File: src/rtl/sensor_adc_scanner.sv
// Periodic 4-channel SPI ADC scanner: one 24-bit mode-0 frame per channel,
// results published atomically once all four channels have been captured.
module sensor_adc_scanner #(
    parameter int unsigned CLK_DIV     = 25,
    parameter int unsigned SCAN_PERIOD = 800000
) (
    input  logic       clk,
    input  logic       rst,
    input  logic       en,
    input  logic       miso,
    output logic       sclk,
    output logic       mosi,
    output logic       cs_n,
    output logic [9:0] sen_ref,
    output logic [9:0] sen_1,
    output logic [9:0] sen_2,
    output logic [9:0] sen_3,
    output logic       ready,
    output logic       busy,
    output logic       overrun
);

    localparam int unsigned SAMPLE_W = 10;
    localparam int unsigned FRAME_W  = 24;
    localparam int unsigned NUM_CH   = 4;
    localparam int unsigned BIT_W    = $clog2(FRAME_W);
    localparam int unsigned DIV_W    = $clog2(CLK_DIV);
    localparam int unsigned TMR_W    = $clog2(SCAN_PERIOD);

    typedef enum logic [2:0] {
        IDLE,
        CS_SETUP,
        SHIFT,
        CS_HOLD,
        NEXT_CH,
        PUBLISH
    } state_t;

    state_t               state;
    logic [TMR_W-1:0]     tmr;
    logic [DIV_W-1:0]     div_cnt;
    logic [BIT_W-1:0]     bit_cnt;
    logic [1:0]           ch;
    logic [SAMPLE_W-1:0]  shreg;
    logic [SAMPLE_W-1:0]  shadow [NUM_CH];
    logic                 tick_c;
    logic                 div_last_c;
    logic [FRAME_W-1:0]   frame_c;

    assign tick_c     = (tmr == TMR_W'(SCAN_PERIOD - 1));
    assign div_last_c = (div_cnt == DIV_W'(CLK_DIV - 1));
    // Command word, bit 0 of the frame is the vector MSB: start, single-ended, channel.
    assign frame_c    = {7'b0, 2'b11, 1'b0, ch, 12'b0};

    // Free-running scan period timer.
    always_ff @(posedge clk or negedge rst) begin
        if (!rst) begin
            tmr <= '0;
        end else if (tick_c) begin
            tmr <= '0;
        end else begin
            tmr <= tmr + TMR_W'(1);
        end
    end

    // Scan sequencer; every output is a register of this block.
    always_ff @(posedge clk or negedge rst) begin
        if (!rst) begin
            state   <= IDLE;
            div_cnt <= '0;
            bit_cnt <= '0;
            ch      <= '0;
            shreg   <= '0;
            sclk    <= 1'b0;
            mosi    <= 1'b0;
            cs_n    <= 1'b1;
            ready   <= 1'b0;
            busy    <= 1'b0;
            overrun <= 1'b0;
            sen_ref <= '0;
            sen_1   <= '0;
            sen_2   <= '0;
            sen_3   <= '0;
            for (int unsigned i = 0; i < NUM_CH; i++) begin
                shadow[i] <= '0;
            end
        end else begin
            ready <= 1'b0;
            // A tick landing on an active scan is dropped but remembered.
            if (tick_c && busy) begin
                overrun <= 1'b1;
            end
            case (state)
                IDLE: begin
                    if (tick_c && en) begin
                        state   <= CS_SETUP;
                        busy    <= 1'b1;
                        cs_n    <= 1'b0;
                        ch      <= '0;
                        div_cnt <= '0;
                    end
                end
                CS_SETUP: begin
                    if (div_last_c) begin
                        div_cnt <= '0;
                        bit_cnt <= '0;
                        mosi    <= frame_c[FRAME_W-1];
                        state   <= SHIFT;
                    end else begin
                        div_cnt <= div_cnt + DIV_W'(1);
                    end
                end
                SHIFT: begin
                    if (div_last_c) begin
                        div_cnt <= '0;
                        if (!sclk) begin
                            sclk  <= 1'b1;
                            shreg <= {shreg[SAMPLE_W-2:0], miso};
                        end else begin
                            sclk <= 1'b0;
                            if (bit_cnt == BIT_W'(FRAME_W - 1)) begin
                                cs_n  <= 1'b1;
                                mosi  <= 1'b0;
                                state <= CS_HOLD;
                            end else begin
                                bit_cnt <= bit_cnt + BIT_W'(1);
                                mosi    <= frame_c[BIT_W'(FRAME_W - 2) - bit_cnt];
                            end
                        end
                    end else begin
                        div_cnt <= div_cnt + DIV_W'(1);
                    end
                end
                CS_HOLD: begin
                    if (div_last_c) begin
                        div_cnt <= '0;
                        state   <= NEXT_CH;
                    end else begin
                        div_cnt <= div_cnt + DIV_W'(1);
                    end
                end
                NEXT_CH: begin
                    shadow[ch] <= shreg;
                    if (ch != 2'd3) begin
                        ch    <= ch + 2'd1;
                        cs_n  <= 1'b0;
                        state <= CS_SETUP;
                    end else begin
                        // Last channel goes straight to the outputs alongside the shadows.
                        sen_ref <= shadow[0];
                        sen_1   <= shadow[1];
                        sen_2   <= shadow[2];
                        sen_3   <= shreg;
                        ready   <= 1'b1;
                        state   <= PUBLISH;
                    end
                end
                PUBLISH: begin
                    busy  <= 1'b0;
                    state <= IDLE;
                end
                default: begin
                    state <= IDLE;
                end
            endcase
        end
    end

endmodule

File: config.mk
export PLATFORM = sky130hd
export DESIGN_NAME = sensor_adc_scanner
export DESIGN_NICKNAME = d
export VERILOG_FILES = /design/src/rtl/sensor_adc_scanner.sv
export SDC_FILE = /design/constraint.sdc
export NUM_CORES = 1
export LEC_CHECK = 0
export CELL_PAD_IN_SITES_DETAIL_PLACEMENT = 0
export CELL_PAD_IN_SITES_GLOBAL_PLACEMENT = 1
export CORE_MARGIN = 4
export CORE_UTILIZATION = 40
export CTS_CLUSTER_DIAMETER = 100
export CTS_CLUSTER_SIZE = 40
export DETAILED_ROUTE_END_ITERATION = 10
export PLACE_DENSITY_LB_ADDON = 0.05
export SLEW_MARGIN = 10
export SYNTH_ARGS = -nofsm -noshare
export SYNTH_HDL_FRONTEND = slang
export SYNTH_SLANG_ARGS = --single-unit
File: constraint.sdc
create_clock -name clk -period 2.4 [get_ports clk]
set_input_delay 0.6 -clock clk [delete_from_list [all_inputs] [get_ports clk]]
set_output_delay 0.6 -clock clk [all_outputs]
set_load 0.005 [all_outputs]
==> key figures, run 1 <==
Run status
  • Status: complete, no violations

Clocking
  • # clock sinks: between 100 and 150
  • Reg clk slew, reported paths: 0.05 ns
  • CTS-repair resized insts: 0
  • CTS tree: done
  • Clk_lat worst skew: 0.41 ns
  • Htree depth: 4
  • Clock buffer depth: 2
  • Root Driver: clkbuf_16
  • Postcts setup bufs: 0
  • Number of buffers created by CTS: 17
  • # hold bufs at CTS: 0

Place
  • Buffers on Ports: 49
  • Dpl hpwl: 6950 um
  • Final Wtd Congestion: 0.739
  • Worst slack at placement: 0.394 ns

Global route
  • Gr usage total: 0.153
  • Number of global-route vias before repair: 3336
  • Largest net degree at the start of global routing: 46
  • Initial antenna violation count: 0
  • Overflow after GRT: 0
  • First-pass GRT wire length: 17800 um

Worst hold path
  • Min-Delay Path Class: in -> async

Timing
  • Unrepaired setup endpoints after global routing: false
  • Fin Hold WS: between 0.15 and 0.2 ns
  • Minimum clock period: 2.03 ns
  • Fin Clk Skew: 0.00502 ns
  • Setup TNS: 0 ns
  • Max-slew violation count: 0
  • Count of final hold-check violations: 0
  • Max-slew headroom: 0.602
  • Setup WS post-layout: 0.366 ns
  • Worst-margin pin slew: 0.596 ns
  • Final setup fails: 0
  • Fmax: 492 MHz
  • Final Cycle Share: 0.848

Floorplanning
  • FP Rows: 41
  • Die width: 123 um
  • Die height: 123 um
  • Core area: ~13000 um2
  • Initial Util: 0.413
  • Io pins: 50
  • Die area: 15000 um2

Critical path
  • Worst flop-to-flop path endpoint: bit_cnt[3]
  • Worst Path Required: about 1.8 ns
  • Crit path depth: 1
  • Reg2Reg Depth: 7
  • Critical path's top delay family: flip-flops
  • Largest stage delay, worst path: 0.53 ns
  • CP bufs+invs: 1
  • FF-to-FF setup slack: 0.37 ns
  • RR Startpoint: div_cnt[0]
  • Critical path, cell by cell: clkdlybuf4s50_1
  • Crit path launch type: register
  • Endpoint class of the critical path: output pin
  • Worst path arrival time: 1.43 ns
  • Worst setup path category: reg -> out
  • CP endpoint: cs_n
  • Critical Path Fanout Max: 2
  • Critical Path Start: cs_n
  • Slowest CP cell: dfstp_2

Synth
  • Sequential cell area fraction in the yosys report: 0.576
  • Syn Area/Cell: 12.8 um2
  • Async SR Flop Fraction: 1.00
  • Post-synth top area cell: dfrtp_1
  • Area share of the largest cell type after synthesis: 0.571
  • Unique masters post-synth: 55
  • Synth Cell Area: 5260 um2
  • Syn Nets: between 400 and 500
  • Post-synth EDFFs: 0
  • Synth top area cells: dfrtp_1, mux2_2, ha_1, xnor2_1, nor2_1
  • Synth Flop Type: dfrtp_1
  • Post-Syn Instances: 410
  • Synth warn: 0
  • Register bit total from synthesis: 121

Routing
  • Vias: around 3300
  • Number of remaining DRC errors: 0
  • Vias per cell: between 5 and 6
  • Post-DRT Antenna Nets: 0
  • Starting DRT DRC Count: 153
  • Avg WL per Cell: 16.1 um
  • Routed WL: 10500 um
  • Drt pass-1 iters: 4

Power
  • Combinational power share: 0.012
  • Clock power share: 0.526
  • Peak supply drop: 0.375 mV
  • Leakage power: between 0.003 and 0.004 uW
  • Sw Pwr: ~940 uW
  • Switching fraction of total power: 0.212
  • Sequential power share: 0.462
  • PD cells: between 600 and 700 nW/um2
  • Internal power: about 3500 uW

Finish
  • Most frequent cells in the layout: dfrtp_1, mux2_2, clkdlybuf4s50_1
  • Commonest non-fill, non-tap cell in the layout: dfrtp_1
  • Final core utilization: 0.514
  • Nets: 484
  • Layout cell share with drive strength beyond 1: 0.282
  • Antenna Diode Count: 0
  • Area Overhead vs Synth: 24.4%

Run
  • Max Cap Viol: 0
==> synth_stat cells, types with 2 or more instances <==
cell and instances:
dfrtp_1 120, mux2_2 82, nor2_1 19, nand2_1 18
inv_1 13, nand3_1 13, o21ai_0 13, xnor2_1 11
ha_1 10, clkbuf_1 9, a21oi_1 8, buf_2 8
and3_1 7, nor3_1 7, nand2b_1 5, o31ai_1 5
xor2_1 5, nor4_1 4, nand4_1 3, nor2b_1 3
o211ai_1 3, or3_1 3, a211o_1 2, a21o_1 2
a22oi_1 2, a31o_2 2, mux2i_1 2, nand3b_1 2
nand4b_1 2, o221ai_1 2
==> registers in the layout, summed over array words and instances (netlist names), 2 cells and up <==
signal / cells
div_cnt: 5
shreg: 10
sen_ref: 10
sen_2: 10
tmr: 20
ch: 2
bit_cnt: 5
sen_3: 10
sen_1: 10
shadow: 30
state: 3
==> layout make-up <==
class	instances	area, um2
inverters	13	48.8
repair buffers	59	601
well taps	172	215
clock buffers	18	439
clock inverters	13	105
fillers	1164	6180
multi-input cells	258	2110
flip-flops and latches	121	3030
==> cell families after synthesis <==
family                     Yosys count  synth area share
xor gates and xnor gates            16            0.0266
AOI/OAI and AO/OA                   50            0.0652
muxes                               84             0.179
and+or+nand+nor                     98             0.105
DFF                                121             0.576
adders and majority gates           10            0.0238
buffers and inverters               31            0.0240
==> power groups by stage <==
| stage | clock [uW] | sequential [uW] | combinational, uW |
|---|---|---|---|
| 6_report | 2330 | 2040 | 52.5 |
| 5_1_grt | 2480 | 2040 | 62.8 |
| 4_1_cts | 2390 | 2040 | 57.3 |
| 3_5_place_dp | 0 | 2080 | 57.1 |
| 3_3_place_gp | 0 | 2080 | 56.8 |
| 2_1_floorplan | 0 | 2080 | 1.11 |
==> routing by layer <==
metal / vias up / GRT usage / wire, um
met2: 60 / 0.226 / 4790
met5: - / 0 / 0
li1: 1597 / - / -
met3: 15 / 0.0419 / 414
met4: 0 / 0.0609 / 146
met1: 1626 / 0.214 / 5160
==> how the worst min path moves through the flow <==
stage | from | to
after detailed placement | overrun | overrun
after global routing | rst | sen_ref[0]
after floorplan | rst | bit_cnt[0]
after global placement | overrun | overrun
after CTS | rst | shreg[2]
final | rst | ready
==> stage by stage <==
stage               instances  total power, uW  instance area [um2]
finish                    654             4420                 6540
global route              654             4580                 6540
CTS                       654             4480                 6540
detailed placement        623             2130                 6000
global placement          623             2130                 6000
floorplan                 410             2080                 5260
Power figures use the tool's default switching activity.
==> run 2: changes to the inputs <==
- clock period: 2.4 -> 1.8 ns (I/O delays scaled with it)
==> run 2 against run 1 <==
Routed wire length rose by 5.2%. Die area did not move. Sequential power rose by 33%. Clock power rose by 30%. Utilization rose by 3.5 points. Largest cell class unchanged.
==> key figures, run 2 (synthesis gave the netlist of run 1 again) <==
Timing
  • Max-slew headroom: 0.733
  • Unrepaired setup endpoints after global routing: true
  • Final setup fails: 0
  • Worst-margin pin slew: 0.397 ns
  • Fin Hold WS: 0.460 ns
  • Setup TNS: 0 ns
  • Final Cycle Share: 0.980
  • Fin Clk Skew: 0.00835 ns
  • Count of final hold-check violations: 0
  • Fmax: about 570 MHz
  • Max-slew violation count: 0
  • Minimum clock period: 1.76 ns

Place
  • Area post-placement: between 6000 and 7000 um2
  • Buffers on Ports: 49
  • Final Wtd Congestion: 0.791
  • Dpl hpwl: 7620 um

Power
  • Pwr Total: ~5800 uW
  • PD cells: approximately 840 nW/um2
  • Peak supply drop: around 0.6 mV
  • Leakage power: 0.00338 uW

Clocking
  • Reg clk slew, reported paths: 0.05 ns
  • Clk_lat worst skew: 0.41 ns
  • Root Driver: clkbuf_16
  • Clock buffer depth: 2
  • Htree depth: 4
  • # clock sinks: 121
  • Number of buffers created by CTS: 17
  • CTS tree: done

Finish
  • Max FFs per register: 30
  • Commonest non-fill, non-tap cell in the layout: dfrtp_1
  • Area Overhead vs Synth: 32.8%
  • Layout cell share with drive strength beyond 1: 0.343
  • Final core utilization: 0.549
  • Most frequent cells in the layout: dfrtp_1, mux2_2, clkdlybuf4s50_1, buf_4
  • Final Instance Area: 6980 um2
  • Filler instances: 1124
  • Antenna Diode Count: 0
  • Top Registers: shadow: 30 flops, tmr: 20 flops
  • Top reg by flops: shadow
  • Nets: 526

Routing
  • Vias: 3522
  • Avg WL per Cell: around 16 um
  • Vias per cell: between 5 and 6
  • Drt pass-1 iters: 4
  • Number of remaining DRC errors: 0
  • Starting DRT DRC Count: 163
  • Routed WL: between 10000 and 15000 um
  • Post-DRT Antenna Nets: 0

Floorplanning
  • Core area: 12700 um2
  • Die width: around 120 um
  • Initial Util: 0.413
  • Die height: 123 um
  • Io pins: 50
  • FP Rows: 41
  • Die area: between 15000 and 20000 um2

Worst hold path
  • Min-Delay Path Class: reg -> reg
  • WHS Path Cells: 1

Critical path
  • Worst setup path category: reg -> reg
  • Worst Path Required: 2.09 ns
  • Endpoint class of the critical path: register
  • Worst path arrival time: 2.05 ns
  • Crit path launch type: register
  • Critical Path Fanout Max: 6
  • Reg2Reg Depth: 7

Global route
  • First-pass GRT wire length: 18500 um
  • Overflow after GRT: 0
  • Largest net degree at the start of global routing: 37
  • Number of global-route vias before repair: 3624
  • Initial antenna violation count: 0
  • Gr usage total: 0.161

Run
  • Max Cap Viol: 0

Run status
  • Status: complete, no violations
## run 2: layout make-up
type                    count  area, um2  share of cell area
inverters                  13       48.8             0.00699
clock inverters            10       71.3              0.0102
multi-input cells         258       2170               0.311
repair buffers            101        985               0.141
flip-flops and latches    121       3030               0.434
clock buffers              22        464              0.0665
well taps                 172        215              0.0308
## run 2: through the flow
step                      cells  worst slack [ns]
after CTS                   690            0.0125
final                       697            0.0368
after global routing        697           -0.0488
after floorplan             410            0.0195
after detailed placement    655           -0.0385
after global placement      655            0.0551
## run 2: per-layer routing
layer	routed length, um	up-vias	global-route usage
met5	0	-	0
met4	102	0	0.0546
met3	463	11	0.0567
met2	5300	55	0.253
met1	5180	1777	0.206
li1	-	1679	-
## run 2: report_power, final
part           switching, uW  total (uW)  internal (uW)
combinational           57.4        75.9           18.4
clock                   1200        3030           1830
sequential                 0        2720           2720
## run 2: path summary, 6_finish.rpt
path                             from       end  slack, ns
min in group asynchronous         rst     ready       0.50
max                        div_cnt[0]  shreg[4]       0.04
min reg2reg                   overrun   overrun       0.46
max in group asynchronous         rst      cs_n       0.69
min                           overrun   overrun       0.46
max reg2reg                div_cnt[0]  shreg[4]       0.04
## run 2: worst max-delay path, stage by stage, from the launching register on
cell and delay [ns]:
dfrtp_1 0.38, inv_2 0.09, ha_4 0.13, nand4b_1 0.14, buf_4 0.18, nor3_4 0.23
buf_6 0.18, mux2_4 0.30
## run 2: repair_timing
item | 4_1_cts | 5_1_grt
hold buffers | 1 | 0
endpoints found under the setup margin | 4 | 49
pin swaps | 1 | 2
setup buffers | 2 | 6
resized for setup | 1 | 27
endpoints found under the hold margin | 24 | 0
cloned | 0 | 1
==> run 3: changes to the inputs <==
- MAX_ROUTING_LAYER: default -> met4
==> run 3 against run 2 <==
Worst setup slack got worse by 0.0051 ns. Sequential power hardly changed. Utilization up 0.059 points. Power about the same. Fmax decreased by 0.29%. Hold slack hardly changed. Routed wire length grew 0.40%. Register-to-register slack barely moved. Sequential share of layout area about the same. Global-route usage is 0.43 points higher. Die area did not move. Largest power group unchanged.
==> key figures, run 3 (synthesis gave the netlist of run 1 again) <==
Run status
  • Status: complete, no violations

Finish
  • Max FFs per register: 30
  • Area Overhead vs Synth: 32.9%
  • Top reg by flops: shadow
  • Most frequent cells in the layout: dfrtp_1, mux2_2, clkdlybuf4s50_1, buf_4
  • Final core utilization: 0.549
  • Layout cell share with drive strength beyond 1: 0.343
  • Final Instance Area: 6990 um2
  • Commonest non-fill, non-tap cell in the layout: dfrtp_1
  • Non-Filler Instances: 697
  • Top Registers: shadow: 30 flops, tmr: 20 flops
  • Antenna Diode Count: 0
  • Nets: 526

Critical path
  • Slowest CP cell: dfrtp_1
  • Worst path arrival time: 2.06 ns
  • Largest stage delay, worst path: between 0.3 and 0.4 ns
  • CP bufs+invs: 3
  • Critical Path Fanout Max: 6
  • Endpoint class of the critical path: register
  • Critical path, cell by cell: inv_2, ha_4, nand4b_1, buf_4, nor3_4, buf_6, mux2_4
  • FF-to-FF setup slack: between 0.03 and 0.04 ns
  • Crit path launch type: register
  • Worst Path Required: 2.09 ns
  • Worst setup path category: reg -> reg
  • Critical path's top delay family: buffers and inverters

Routing
  • Avg WL per Cell: around 16 um
  • Starting DRT DRC Count: 165
  • Vias per cell: 5.06
  • Post-DRT Antenna Nets: 0
  • Routed WL: 11100 um
  • Number of remaining DRC errors: 0
  • Vias: ~3500
  • Drt pass-1 iters: 4

Run
  • Max Cap Viol: 0

Global route
  • Overflow after GRT: 0
  • Met1 GRT Util: 0.207
  • Met2 Use GR: 0.252
  • First-pass GRT wire length: 18500 um
  • GRT met3 Usage: 0.0525
  • Initial antenna violation count: 0
  • Layer with the highest usage: met2
  • Largest net degree at the start of global routing: 37
  • Number of global-route vias before repair: 3620
  • Gr usage total: 0.165

Place
  • Dpl hpwl: 7620 um
  • Final Wtd Congestion: 0.802
  • Number of placed cells counting well taps: approximately 660
  • Area post-placement: 6290 um2
  • Buffers on Ports: slightly below 50

Floorplanning
  • Die area: roughly 15000 um2
  • FP Rows: 41
  • Core area: 12700 um2
  • Initial Util: 0.413
  • Die height: 123 um
  • Io pins: 50
  • Die width: about 120 um

Power
  • Peak supply drop: 0.607 mV
  • Combinational power share: 0.013
  • Leakage power: 0.00338 uW
  • PD cells: 834 nW/um2
  • Sw Pwr: ~1300 uW
  • Switching fraction of total power: 0.216
  • Clock power share: 0.520
  • Internal power: 4570 uW
  • Sequential power share: 0.467

Timing
  • Count of final hold-check violations: 0
  • Final Cycle Share: 0.982
  • Final setup fails: 0
  • Fin Clk Skew: between 0.007 and 0.008 ns
  • Max-slew violation count: 0
  • Minimum clock period: roughly 1.8 ns
  • Setup TNS: 0 ns
  • Worst-margin pin slew: around 0.40 ns
  • Max-slew headroom: 0.733
  • Fmax: 566 MHz
  • Unrepaired setup endpoints after global routing: true

Clocking
  • Number of buffers created by CTS: 17
  • Reg clk slew, reported paths: 0.05 ns
  • CTS tree: done
  • Clk_lat worst skew: 0.41 ns
  • Root Driver: clkbuf_16
  • Clock buffer depth: 2
  • Htree depth: 4
  • # clock sinks: ~120

Worst hold path
  • Min-Delay Path Class: reg -> reg
-- run 3: cell counts in the layout (fill, tap and decap cells not counted) --
Identical to the previous run, type by type.
-- run 3: what timing repair did --
| action | CTS | global route |
|---|---|---|
| hold buffers | 1 | 0 |
| buffers inserted | 2 | 6 |
| setup endpoints to repair | 4 | 49 |
| endpoints found under the hold margin | 24 | 0 |
| cloned | 0 | 1 |
| gates resized for setup | 1 | 28 |
| pin swaps | 1 | 2 |
-- run 3: layer usage --
metal | vias to the layer above | share of wire
met5 | - | 0
met4 | 0 | 0.0097
met3 | 12 | 0.040
met2 | 54 | 0.48
met1 | 1784 | 0.47
li1 | 1676 | -
-- run 3: worst reg2reg max path: cells and delay by family (launching register included) --
kind / cells / cell delay [ns]
mux: 1 / 0.30
buf+inv: 3 / 0.46
simple gates: 2 / 0.37
fa+ha+maj: 1 / 0.13
flops: 1 / 0.38
-- run 3: path summary, 6_finish.rpt --
kind	startpoint	end	depth (start not counted)
worst min-delay path	overrun	overrun	1
worst max register to register	div_cnt[0]	shreg[4]	7
worst max-delay path	div_cnt[0]	shreg[4]	7
worst min register to register	overrun	overrun	1
min in group asynchronous	rst	ready	2
max in group asynchronous	rst	shreg[3]	3
-- run 3: layout make-up --
| class | instances | area [um2] |
|---|---|---|
| Fill cell | 1124 | 5730 |
| Sequential cell | 121 | 3030 |
| Multi-Input combinational cell | 258 | 2180 |
| Timing Repair Buffer | 101 | 985 |
| Clock buffer | 22 | 464 |
| Tap cell | 172 | 215 |
| Clock inverter | 10 | 71.3 |
| Inverter | 13 | 48.8 |
-- run 3: through the flow --
stage	hold WS [ns]	power [uW]	worst slack (ns)
finish	0.460	5830	0.0317
global route	0.491	6060	-0.0497
CTS	0.463	5920	0.0125
detailed placement	0.404	2850	-0.0385
global placement	0.403	2850	0.0551
floorplan	0.154	2770	0.0195
-- run 3: power by group through the flow --
stage	logic, uW	registers [uW]	clock network [uW]
6_report	76.4	2720	3030
3_3_place_gp	78.6	2770	0
3_5_place_dp	79.8	2770	0
5_1_grt	89.5	2720	3250
4_1_cts	81.8	2720	3110
2_1_floorplan	1.48	2770	0
